--- config.mk ---
export PLATFORM = sky130hd
export DESIGN_NAME = vid_pattern_gen
export DESIGN_NICKNAME = d
export VERILOG_FILES = /design/src/rtl/vid_pattern_gen.sv
export SDC_FILE = /design/constraint.sdc
export NUM_CORES = 1
export LEC_CHECK = 0
export ABC_AREA = 0
export CORE_MARGIN = 2
export CORE_UTILIZATION = 40
export CTS_BUF_LIST = sky130_fd_sc_hd__clkbuf_16
export CTS_CLUSTER_DIAMETER = 100
export DETAILED_ROUTE_END_ITERATION = 10
export PLACE_DENSITY = 0.6
export RECOVER_POWER = 25
export SYNTH_ARGS = -nofsm -noshare
export SYNTH_HDL_FRONTEND = slang
export SYNTH_SLANG_ARGS = --single-unit
--- constraint.sdc ---
create_clock -name clk -period 4.3 [get_ports clk]
set_input_delay 0.86 -clock clk [delete_from_list [all_inputs] [get_ports clk]]
set_output_delay 0.86 -clock clk [all_outputs]
set_load 0.1 [all_outputs]
--- src/rtl/vid_pattern_gen.sv ---
// Raster timing and test-pattern source for the HDMI transmitter input bus.
// Produces de/hsync/vsync and a 36-bit {R,G,B} pixel, one cycle after counter state.
module vid_pattern_gen #(
  parameter int H_ACTIVE = 640,
  parameter int H_FP     = 16,
  parameter int H_SYNC   = 96,
  parameter int H_BP     = 48,
  parameter int V_ACTIVE = 480,
  parameter int V_FP     = 10,
  parameter int V_SYNC   = 2,
  parameter int V_BP     = 33,
  parameter bit HS_POL   = 1'b0,
  parameter bit VS_POL   = 1'b0
) (
  input  logic        clk,
  input  logic        reset,
  input  logic        enable,
  input  logic [1:0]  pattern_sel,
  input  logic [35:0] solid_rgb,
  output logic        vid_de,
  output logic        vid_hsync,
  output logic        vid_vsync,
  output logic [35:0] vid_d,
  output logic        frame_start
);

  localparam int H_TOTAL = H_ACTIVE + H_FP + H_SYNC + H_BP;
  localparam int V_TOTAL = V_ACTIVE + V_FP + V_SYNC + V_BP;
  localparam int BAR_W   = H_ACTIVE / 8;

  localparam logic [11:0] L_H_ACT  = 12'(H_ACTIVE);
  localparam logic [11:0] L_H_LAST = 12'(H_TOTAL - 1);
  localparam logic [11:0] L_HS_BEG = 12'(H_ACTIVE + H_FP);
  localparam logic [11:0] L_HS_END = 12'(H_ACTIVE + H_FP + H_SYNC);
  localparam logic [11:0] L_V_ACT  = 12'(V_ACTIVE);
  localparam logic [11:0] L_V_LAST = 12'(V_TOTAL - 1);
  localparam logic [11:0] L_VS_BEG = 12'(V_ACTIVE + V_FP);
  localparam logic [11:0] L_VS_END = 12'(V_ACTIVE + V_FP + V_SYNC);
  localparam logic [11:0] L_BAR_LAST = 12'(BAR_W - 1);

  localparam logic [35:0] C_WHITE = 36'hFFF_FFF_FFF;
  localparam logic [35:0] C_BLACK = 36'h000_000_000;

  logic [11:0] r_h_cnt;
  logic [11:0] r_v_cnt;
  logic [11:0] r_bar_cnt;
  logic [2:0]  r_bar_idx;
  logic [1:0]  r_pat;
  logic [35:0] r_solid;

  logic [11:0] w_h_nxt;
  logic [11:0] w_v_nxt;
  logic [11:0] w_bar_cnt_nxt;
  logic [2:0]  w_bar_idx_nxt;
  logic        w_h_wrap;
  logic        w_v_wrap;
  logic        w_sof;
  logic        w_h_act;
  logic        w_de;
  logic        w_hs_act;
  logic        w_vs_act;
  logic [1:0]  w_pat;
  logic [35:0] w_solid;
  logic [35:0] w_bar_rgb;
  logic [35:0] w_pix;

  assign w_h_wrap = (r_h_cnt == L_H_LAST);
  assign w_v_wrap = (r_v_cnt == L_V_LAST);
  assign w_sof    = (r_h_cnt == 12'd0) && (r_v_cnt == 12'd0);
  assign w_h_act  = (r_h_cnt < L_H_ACT);
  assign w_de     = w_h_act && (r_v_cnt < L_V_ACT);
  assign w_hs_act = (r_h_cnt >= L_HS_BEG) && (r_h_cnt < L_HS_END);
  assign w_vs_act = (r_v_cnt >= L_VS_BEG) && (r_v_cnt < L_VS_END);

  // First pixel of a frame already uses the freshly latched selection.
  assign w_pat   = w_sof ? pattern_sel : r_pat;
  assign w_solid = w_sof ? solid_rgb : r_solid;

  // Raster position advance; disable parks the raster at the origin.
  always_comb begin
    w_h_nxt = r_h_cnt + 12'd1;
    w_v_nxt = r_v_cnt;
    if (!enable) begin
      w_h_nxt = 12'd0;
      w_v_nxt = 12'd0;
    end else if (w_h_wrap) begin
      w_h_nxt = 12'd0;
      w_v_nxt = w_v_wrap ? 12'd0 : r_v_cnt + 12'd1;
    end
  end

  // Bar tracker: steps the bar index every BAR_W active pixels, last bar
  // soaks up the remainder so no divider is needed.
  always_comb begin
    w_bar_cnt_nxt = r_bar_cnt;
    w_bar_idx_nxt = r_bar_idx;
    if (!enable || w_h_wrap) begin
      w_bar_cnt_nxt = 12'd0;
      w_bar_idx_nxt = 3'd0;
    end else if (w_h_act) begin
      if (r_bar_cnt == L_BAR_LAST && r_bar_idx != 3'd7) begin
        w_bar_cnt_nxt = 12'd0;
        w_bar_idx_nxt = r_bar_idx + 3'd1;
      end else begin
        w_bar_cnt_nxt = r_bar_cnt + 12'd1;
      end
    end
  end

  // Bar colour table: white, yellow, cyan, green, magenta, red, blue, black.
  always_comb begin
    w_bar_rgb = C_BLACK;
    unique case (r_bar_idx)
      3'd0: w_bar_rgb = 36'hFFF_FFF_FFF;
      3'd1: w_bar_rgb = 36'hFFF_FFF_000;
      3'd2: w_bar_rgb = 36'h000_FFF_FFF;
      3'd3: w_bar_rgb = 36'h000_FFF_000;
      3'd4: w_bar_rgb = 36'hFFF_000_FFF;
      3'd5: w_bar_rgb = 36'hFFF_000_000;
      3'd6: w_bar_rgb = 36'h000_000_FFF;
      3'd7: w_bar_rgb = 36'h000_000_000;
      default: w_bar_rgb = C_BLACK;
    endcase
  end

  // Pattern mux for the current raster position.
  always_comb begin
    w_pix = C_BLACK;
    unique case (w_pat)
      2'd0: w_pix = w_solid;
      2'd1: w_pix = w_bar_rgb;
      2'd2: w_pix = {r_h_cnt, r_h_cnt, r_h_cnt};
      2'd3: w_pix = (r_h_cnt[4] ^ r_v_cnt[4]) ? C_WHITE : C_BLACK;
      default: w_pix = C_BLACK;
    endcase
  end

  // Raster counters and bar tracker state.
  always_ff @(posedge clk or posedge reset) begin
    if (reset) begin
      r_h_cnt   <= 12'd0;
      r_v_cnt   <= 12'd0;
      r_bar_cnt <= 12'd0;
      r_bar_idx <= 3'd0;
    end else begin
      r_h_cnt   <= w_h_nxt;
      r_v_cnt   <= w_v_nxt;
      r_bar_cnt <= w_bar_cnt_nxt;
      r_bar_idx <= w_bar_idx_nxt;
    end
  end

  // Pattern selection is sampled only at the frame origin.
  always_ff @(posedge clk or posedge reset) begin
    if (reset) begin
      r_pat   <= 2'd0;
      r_solid <= 36'd0;
    end else if (enable && w_sof) begin
      r_pat   <= pattern_sel;
      r_solid <= solid_rgb;
    end
  end

  // Registered video outputs, idle whenever the raster is disabled.
  always_ff @(posedge clk or posedge reset) begin
    if (reset) begin
      vid_de      <= 1'b0;
      vid_hsync   <= ~HS_POL;
      vid_vsync   <= ~VS_POL;
      vid_d       <= 36'd0;
      frame_start <= 1'b0;
    end else if (!enable) begin
      vid_de      <= 1'b0;
      vid_hsync   <= ~HS_POL;
      vid_vsync   <= ~VS_POL;
      vid_d       <= 36'd0;
      frame_start <= 1'b0;
    end else begin
      vid_de      <= w_de;
      vid_hsync   <= w_hs_act ? HS_POL : ~HS_POL;
      vid_vsync   <= w_vs_act ? VS_POL : ~VS_POL;
      vid_d       <= w_de ? w_pix : 36'd0;
      frame_start <= w_sof;
    end
  end

endmodule

# Word level (Yosys, flattened, before mapping)
# Memory sizes are Yosys's and may differ from the RTL's.
# Cells that the tools add are included.
word_totals:
  output_inout_bits: 40
  ram_bits: 0
  latch_bits: 0
  word_cells: 68
  mem_bits_ro: 288
  n_memories: 1
  input_bits: 41
  ff_bits: 117
mem_list:
  columns: ["name", "depth", "word_bits", "read_ports", "rd_clocked_by_memory_dff", "wr", "line", "rtl"]
  rows:
  - ["(name not given)", 8, 36, 1, 0, 0, "113", "unique case (r_bar_idx)"]
classes:
  magnitude_cmp: 6
  n_mux: 23
  shift: 0
  div_mod_pow: 0
  mul: 0
  reduce_logical: 14
  bitwise_logic: 1
  eq_ne: 8
  add_sub_neg: 4
ops:
  columns: ["cell", "n"]
  rows:
  - ["36-bit 2-to-1 mux", 4]
  - ["36-bit case mux with 4 select lines", 1]
  - ["12-bit 2-to-1 mux", 8]
  - ["12-bit by 1-bit adder with 12-bit output, second input constant", 3]
  - ["12-bit by 10-bit == test with 1-bit output, second input constant", 2]
  - ["12-bit logical NOT", 2]
  - ["12-bit by 10-bit less-than comparator with 1-bit output, second input constant", 2]
  - ["12-bit by 9-bit less-than comparator with 1-bit output, second input constant", 2]
  - ["12-bit by 7-bit == test with 1-bit output, second input constant", 1]
  - ["12-bit by 10-bit greater-or-equal comparator with 1-bit output, second input constant", 1]
  - ["12-bit by 9-bit greater-or-equal comparator with 1-bit output, second input constant", 1]
  - ["3-bit 2-to-1 mux", 3]
  - ["1-bit logical AND", 6]
  - ["1-bit 2-to-1 mux", 6]
  - ["2-bit == test, second input constant", 2]
  - ["2-bit nonzero test", 2]
  - ["3-bit by 1-bit adder with 3-bit output, second input constant", 1]
  - ["3-bit != test, second input constant", 1]
  - ["2-bit by 1-bit == test with 1-bit output, second input constant", 1]
  - ["2-bit logical NOT", 1]
  - ["2-bit 2-to-1 mux", 1]
  - ["2-bit by 1-bit != test with 1-bit output, second input constant", 1]
  - ["2-bit AND reduction", 1]
  - ["1-bit logical NOT", 1]
  - ["other kinds (2)", 2]

# Logic depth before layout (Yosys ltp)
# Gate-level depths: netlist (run 1).
logic_depth:
  word_depth: 7
  ltp_mapped: 9
  depth_no_buf: 7

# Least setup slack after synthesis (run 1)
# Ideal clock, no wire load.
synth_path:
  path_kind: "register to register"
  from: "register r_h_cnt[5]"
  to: "register r_bar_idx[0]"
  period_less_slack_ns: 2.278
  required_ns: 4.173
  arrival_time_ns: 2.151
  path_buffers: 1
  stages_incl_launch_ff: 7
  setup_time_ns: 0.127
  path_slack_ns: 2.022
  path_cell_list: "dfrtp_1 > buf_6 > or4_4 > o41a_4 > nand2_1 > and2_2 > mux2_1"
synth_via:
  elab_chain_len: 4
  elab_cells_between_ends: 7
  cone_classes: "order compare (1); eq/ne (1); mux (1); reduce/logical (4)"
synth_rtl:
  columns: ["element", "line", "rtl"]
  rows:
  - ["start: declaration", "44", "logic [11:0] r_h_cnt;"]
  - ["start signal: assignment", "146", "r_h_cnt <= w_h_nxt;"]
  - ["parallel branches: the longest is 4 deep, another holds 12-bit by 10-bit less-than comparator with 1-bit output", null, null]
  - ["end signal: assignment", "149", "r_bar_idx <= w_bar_idx_nxt;"]
  - ["end: declaration", "47", "logic [2:0] r_bar_idx;"]
# Parallel ways; which one is timed is not known.
# A chain may end at the register's enable or synchronous reset.

==> impl_results.md, run 1 <==
* ANT cells at 0
* P_leak at approximately 2.9 nW
* Worst skew pair latency at between 0.4 and 0.5 ns
* Initial antenna violation count at 0
* Area overhead of the layout relative to synthesis at 26.0%
* Clk slew on worst S/H paths at ~0.05 ns
* Ratio of cells with drive above 1 in the final layout at 15.0%
* Worst Path Buf+Inv at 2
* Setup TNS at 0 ns
* Clock Path Buffers at 2
* Mapped Area at between 5000 and 6000 um2
* Final worst slack at 1.17 ns
* Num Clock Sinks at ~120
* NumNets Final at 647
* Predominant post-synthesis flop cell: dfrtp_1
* Seq cells post-synth at about 120
* Peak supply drop at ~0.00039 V
* Gate power share at between 20% and 30%
* Worst setup SP type: input port
* Post-synth EDFFs at 0
* Register Area at just under 3000 um2
* DR WL/cell at 18.9 um
* CP Class: in -> async
* Detailed-placement wirelength estimate at about 10 mm
* End point of the worst hold path: r_solid[26]
* Sequential share of power at approximately 36%
* Max Cap Viol at 1
* First-pass GRT wire length at between 20 and 25 mm
* Critical path's largest stage delay at approximately 1.7 ns
* Switching power at between 1 and 1.5 mW
* Worst path arrival time at roughly 3.1 ns
* FFs w/ async S/R, synth at 100%
* CP delay by family, top: buffers and inverters
* Pwr per Cell Area at 535 nW/um2
* Crit path max-delay cell type: inv_1
* Post-synthesis sequential area ratio at between 50% and 60%
* Total stage count of the critical path at 2
* Vias at 4604
* Filler cells at roughly 1.2k
* Avg Cell Area, Syn at 10.7 um2
* Core area at roughly 14000 um2
* Number of port buffers at 80
* Leading cell type in the layout, fill and taps excluded: dfrtp_1
* CP endpoint kind: async pin
* Starting Density at 41.0%
* CTS resizes at 0
* CTS Hold Bufs at 0
* Switching fraction of total power at a little over a third
* Hold_sp: r_solid[26]
* Synth Warn # at 0
* Worst R2R Start: r_v_cnt[9]
* RSZ-0062 raised after global routing: no
* GRT Util Overall at a little over 20%
* Row count at 43
* Reg2reg setup slack at approximately 1.3 ns
* Clock skew at ~0.0061 ns
* Drt total wl at ~15 mm
* Top post-synthesis cells by area: dfrtp_1 (51%), nor3_1 (7.2%), mux2_2 (7.1%), a2111oi_0 (4.2%), xor2_1 (1.8%)
* CP Max Fanout at 63
* CTS tree: built
* Fin crit share at around 73%
* Die X-Extent at between 100 and 150 um
* Antenna-violating nets left at 0
* CTS Buf Count at 17
* Slew headroom at -62.4%
* Hold path cells at 1
* Avg Vias per Cell at around 5.8
* Power share of the clock group at roughly a third
* 1st-iter DRT viols at 330
* Status: finished, violations left
* Die Y at 123 um
* Gpl congestion at about 0.84
* Yosys top cell area share at between 50% and 60%
* Post-route DRC at 0
* Place WS at between 1 and 1.5 ns
* FMAX at ~0.32 GHz
* Critical Path RT at around 4.3 ns
* Min-delay worst type: reg -> reg
* Post-CTS Setup Bufs at 0
* Vias in the first global route at approximately 4.6k
* I/O pin count at a little over 80
* Synth Instances at 532
* Worst-Margin Slew at ~2.4 ns
* Root Driver: clkbuf_16
* Tmin final at between 3 and 4 ns
* Hold Fails Final Rpt at 0
* Synth unique cells at 57
* Worst R2R End: vid_d[26]
* Syn Nets at between 500 and 600
* Most frequent cells in the layout: dfrtp_1 (115), nor3_1 (82), clkdlybuf4s50_1 (78)
* Crit-path cells: dlygate4sd3_1 -> inv_1
* R2R cell count at 5
* Multi-input logic area at roughly 2500 um2
* Internal Power at 2.44 mW
* Slew Viols, Final at 63
* Violated checks: capacitance limit, slew limit
* Pre-Repair DR Iteration Count at 5
* Total Die Area at about 15000 um2
* # setup viols final at 0
* Cell taking the most area after synthesis: dfrtp_1
* Htree depth at 4
* Pin count of the biggest net entering global routing at 64
* GRT overflow at 0
flip-flops by register name (all words and copies together), names as in the netlist:
name         cells
r_solid         36
vid_d           36
r_bar_cnt       12
r_h_cnt         12
r_v_cnt         12
r_bar_idx        3
r_pat            2
frame_start      1
vid_de           1
vid_hsync        1
vid_vsync        1
layout make-up:
type / count / share of cell area [%]
Clock buffer: 17 / 5.92
Clock inverter: 15 / 1.95
Inverter: 12 / 0.627
Multi-Input combinational cell: 364 / 35.5
Sequential cell: 117 / 40.8
Tap cell: 180 / 3.14
Timing Repair Buffer: 87 / 12.1
through the flow:
stage / hold WS (ns) / total power [mW] / area, um2 / util, % / instances
finish: 0.494 / 3.84 / 7180 / 51.7 / 792
global placement: 0.477 / 2.50 / 6620 / 47.7 / 760
global route: 0.512 / 4.00 / 7180 / 51.7 / 792
floorplan: 0.466 / 2.23 / 5700 / - / 532
CTS: 0.499 / 3.87 / 7180 / 51.7 / 792
detailed placement: 0.484 / 2.52 / 6620 / 47.7 / 760
metal layers:
layer	track usage, %	part of all wire (%)	vias up
met1	27.7	44	2296
met3	5.12	6.1	26
li1	-	-	2128
met4	9.30	2.5	0
met2	32.1	47	154
met5	0	0	-
power groups by stage:
stage,Sequential (mW),Combinational (mW),Clock [mW]
global placement,1.39,1.12,0
floorplan,1.88,0.348,0
detailed placement,1.39,1.13,0
CTS,1.38,1.13,1.37
finish,1.38,1.12,1.34
global route,1.40,1.18,1.42
kinds of logic (layout without fill, tap and decap cells):
kind of cell | Yosys count | in the layout | synth area share (%)
XOR/XNOR | 19 | 19 | 2.92
AND/OR/NAND/NOR | 207 | 207 | 19.7
adder cells (fa/ha/maj) | 7 | 7 | 1.54
buffers and inverters | 51 | 131 | 3.87
AO/OA/AOI/OAI | 89 | 89 | 12.3
flip-flops | 117 | 117 | 51.4
multiplexers | 42 | 42 | 8.24
worst max path at each step:
stage	endpoint	slack (ns)	startpoint
floorplan	frame_start	0.34	reset
global placement	r_solid[19]	1.22	enable
detailed placement	vid_d[24]	1.12	enable
CTS	vid_d[26]	1.34	r_v_cnt[9]
global route	r_solid[20]	0.61	reset
finish	r_v_cnt[6]	1.17	reset
synthesized netlist by cell type (6+ instances only):
library cell	number
dfrtp_1	115
nor3_1	82
mux2_2	36
a2111oi_0	27
nor2_1	25
nand2_1	24
clkbuf_1	23
o21ai_0	18
nand3_1	16
nand4_1	16
xor2_1	12
buf_2	11
inv_1	10
a2111oi_1	9
a31oi_1	8
and3_1	8
ha_1	7
xnor2_1	7
a21oi_1	6
No activity file was read; power rests on OpenSTA's default activity.
==> run 2: changes to the inputs <==
--- a/config.mk
+++ b/config.mk
@@ -11,7 +11,7 @@
 export CTS_BUF_LIST = sky130_fd_sc_hd__clkbuf_16
 export CTS_CLUSTER_DIAMETER = 100
 export DETAILED_ROUTE_END_ITERATION = 10
-export PLACE_DENSITY = 0.6
+export PLACE_DENSITY = 0.62
 export RECOVER_POWER = 25
 export SYNTH_ARGS = -nofsm -noshare
 export SYNTH_HDL_FRONTEND = slang
==> constraint.sdc (replaced) <==
create_clock -name clk -period 2.6 [get_ports clk]
set_input_delay 0.52 -clock clk [delete_from_list [all_inputs] [get_ports clk]]
set_output_delay 0.52 -clock clk [all_outputs]
set_load 0.1 [all_outputs]
==> run 2 against run 1 <==
Net effect:
- the run still ends with capacitance limit, slew limit left
- design area rose by 4.1%
- non-clock buffer count is 39 higher
- sequential power grew 64%
- total power grew 71%
- setup slack got worse by 1.1 ns
- largest power group is now clock
==> impl_results.md, run 2 (same netlist as run 1, synthesis figures left out) <==
* Status: finished, violations left
* Violated checks: capacitance limit, slew limit
* Number of port buffers at 80
* Ratio of cells with drive above 1 in the final layout at between 20% and 30%
* ANT cells at 0
* Pin count of the biggest net entering global routing at roughly 120
* Max Cap Viol at 1
* Peak supply drop at ~0.00047 V
* Critical Path RT at ~2.9 ns
* Clk slew on worst S/H paths at around 0.060 ns
* Most frequent cells in the layout: dfrtp_1 (115), nor3_1 (82), buf_4 (82)
* Met3 WL at 888 um
* Final worst slack at between 0.05 and 0.06 ns
* I/O pin count at 81
* Slew Viols, Final at about 120
* Initial antenna violation count at 0
* Fin crit share at 97.9%
* NumNets Final at roughly 690
* Pwr Total at 6.58 mW
* Crit-path cells: inv_1 -> ha_1 -> nor4b_2 -> nand3_2 -> nor2_2 -> buf_4 -> buf_4 -> nor3_1 -> a2111oi_0
* Htree depth at 4
* Vias in the first global route at approximately 4.8k
* P_leak at between 3 and 4 nW
* Root Driver: clkbuf_16
* FMAX at between 0.3 and 0.4 GHz
* Clock skew at 0.00646 ns
* Detailed-placement wirelength estimate at 10.5 mm
* Slew headroom at -8.41%
* Worst hold slack at around 0.5 ns
* GRT overflow at 0
* Area overhead of the layout relative to synthesis at 31.3%
* Tmin final at 2.54 ns
* 1st-iter DRT viols at 473
* Post-route DRC at 0
* Pre-Repair DR Iteration Count at 5
* Num Clock Sinks at around 120
* Post-layout util at 53.9%
* Critical path's largest stage delay at approximately 0.43 ns
* Vias at ~4.8k
* Post-DP Area at 6830 um2
* GRT Util Overall at a little over a fifth
* CTS tree: built
* Clock Path Buffers at 2
* Place WS at -0.00613 ns
* CP Max Fanout at 8
* Worst skew pair latency at roughly 0.42 ns
* Pwr per Cell Area at a little under 900 nW/um2
* # setup viols final at 0
* Die X-Extent at about 120 um
* Largest regs: r_solid x36, vid_d x36
* Filler cells at around 1.2k
* Hold Fails Final Rpt at 0
* Placed cells at ~800
* Leading cell type in the layout, fill and taps excluded: dfrtp_1
* CTS Buf Count at 17
* Top Layer Used: met4
* Crit path max-delay cell type: a2111oi_0
* Avg Vias per Cell at about 5.8
* Cell repeated most along the worst path: buf_4
* Drt total wl at 15.8 mm
* Met2 wire len at between 7 and 8 mm
* CP Class: reg -> reg
* RSZ-0062 raised after global routing: yes
* Gpl congestion at about 0.88
* Setup TNS at 0 ns
* Post-Layout Cell Count at 831
* Worst path arrival time at ~2.8 ns
* DR WL/cell at around 19 um
* CTS Hold Bufs at 0
* CP endpoint kind: flop
* Total Die Area at approximately 15000 um2
* Antenna-violating nets left at 0
* Row count at between 40 and 50
* WL met1 at between 6 and 7 mm
* Final Cell Area at between 7000 and 8000 um2
* First-pass GRT wire length at between 20 and 30 mm
* Worst setup SP type: flop
* Worst-Margin Slew at between 1.5 and 2 ns
* Die Y at roughly 120 um
* Min-delay worst type: reg -> reg
* Starting Density at about two fifths
* Core area at roughly 14000 um2
## run 2: cell count changes in the layout (fill, tap and decap cells not counted), sizes merged
cell | previous run | this run
dlygate4sd3 | 2 | 1
bufinv | 2 | 3
clkinvlp | 2 | 4
buf | 7 | 85
clkbuf | 17 | 18
clkdlybuf4s50 | 78 | 39
inv | 13 | 11
clkinv | 10 | 9
## run 2: final cells by class
type	count	area, um2	share of cell area [%]
Sequential cell	117	2930	39.2
Multi-Input combinational cell	364	2600	34.8
Timing Repair Buffer	126	1080	14.5
Clock buffer	17	425	5.69
Tap cell	180	225	3.01
Clock inverter	15	165	2.21
Inverter	12	48.8	0.653
## run 2: metal layers
layer | GRT usage (%) | up-vias
met2 | 34.6 | 162
met1 | 28.8 | 2397
met4 | 7.95 | 0
met3 | 5.03 | 27
met5 | 0 | -
li1 | - | 2221
## run 2: critical path: cells and delay by family (launching register included)
kind / cells / cell delay (ns)
flops: 1 / 0.42
fa+ha+maj: 1 / 0.16
buf+inv: 3 / 0.51
compound gates: 1 / 0.43
simple gates: 4 / 0.89
## run 2: final timing paths
| check | from | to | slack (ns) | cells past startpoint |
|---|---|---|---|---|
| setup / recovery | r_h_cnt[0] | vid_d[35] | 0.06 | 9 |
| setup reg to reg | r_h_cnt[0] | vid_d[35] | 0.06 | 9 |
| hold / removal | r_solid[30] | r_solid[30] | 0.51 | 1 |
| hold reg to reg | r_solid[30] | r_solid[30] | 0.51 | 1 |
| min in group asynchronous | reset | r_solid[7] | 1.12 | 3 |
| max in group asynchronous | reset | vid_d[14] | 0.38 | 3 |
## run 2: repair_timing
action                                  in CTS  in global routing
endpoints found under the setup margin       2                 25
buffers inserted                             0                  2
pin swaps                                    0                  1
gates resized for setup                      2                 13
## run 2: report_power, final
group	switching [mW]	internal [mW]	total [mW]	leakage [nW]
sequential	0.148	2.12	2.27	1.50
combinational	1.41	0.572	1.98	1.39
clock	0.840	1.49	2.33	0.285
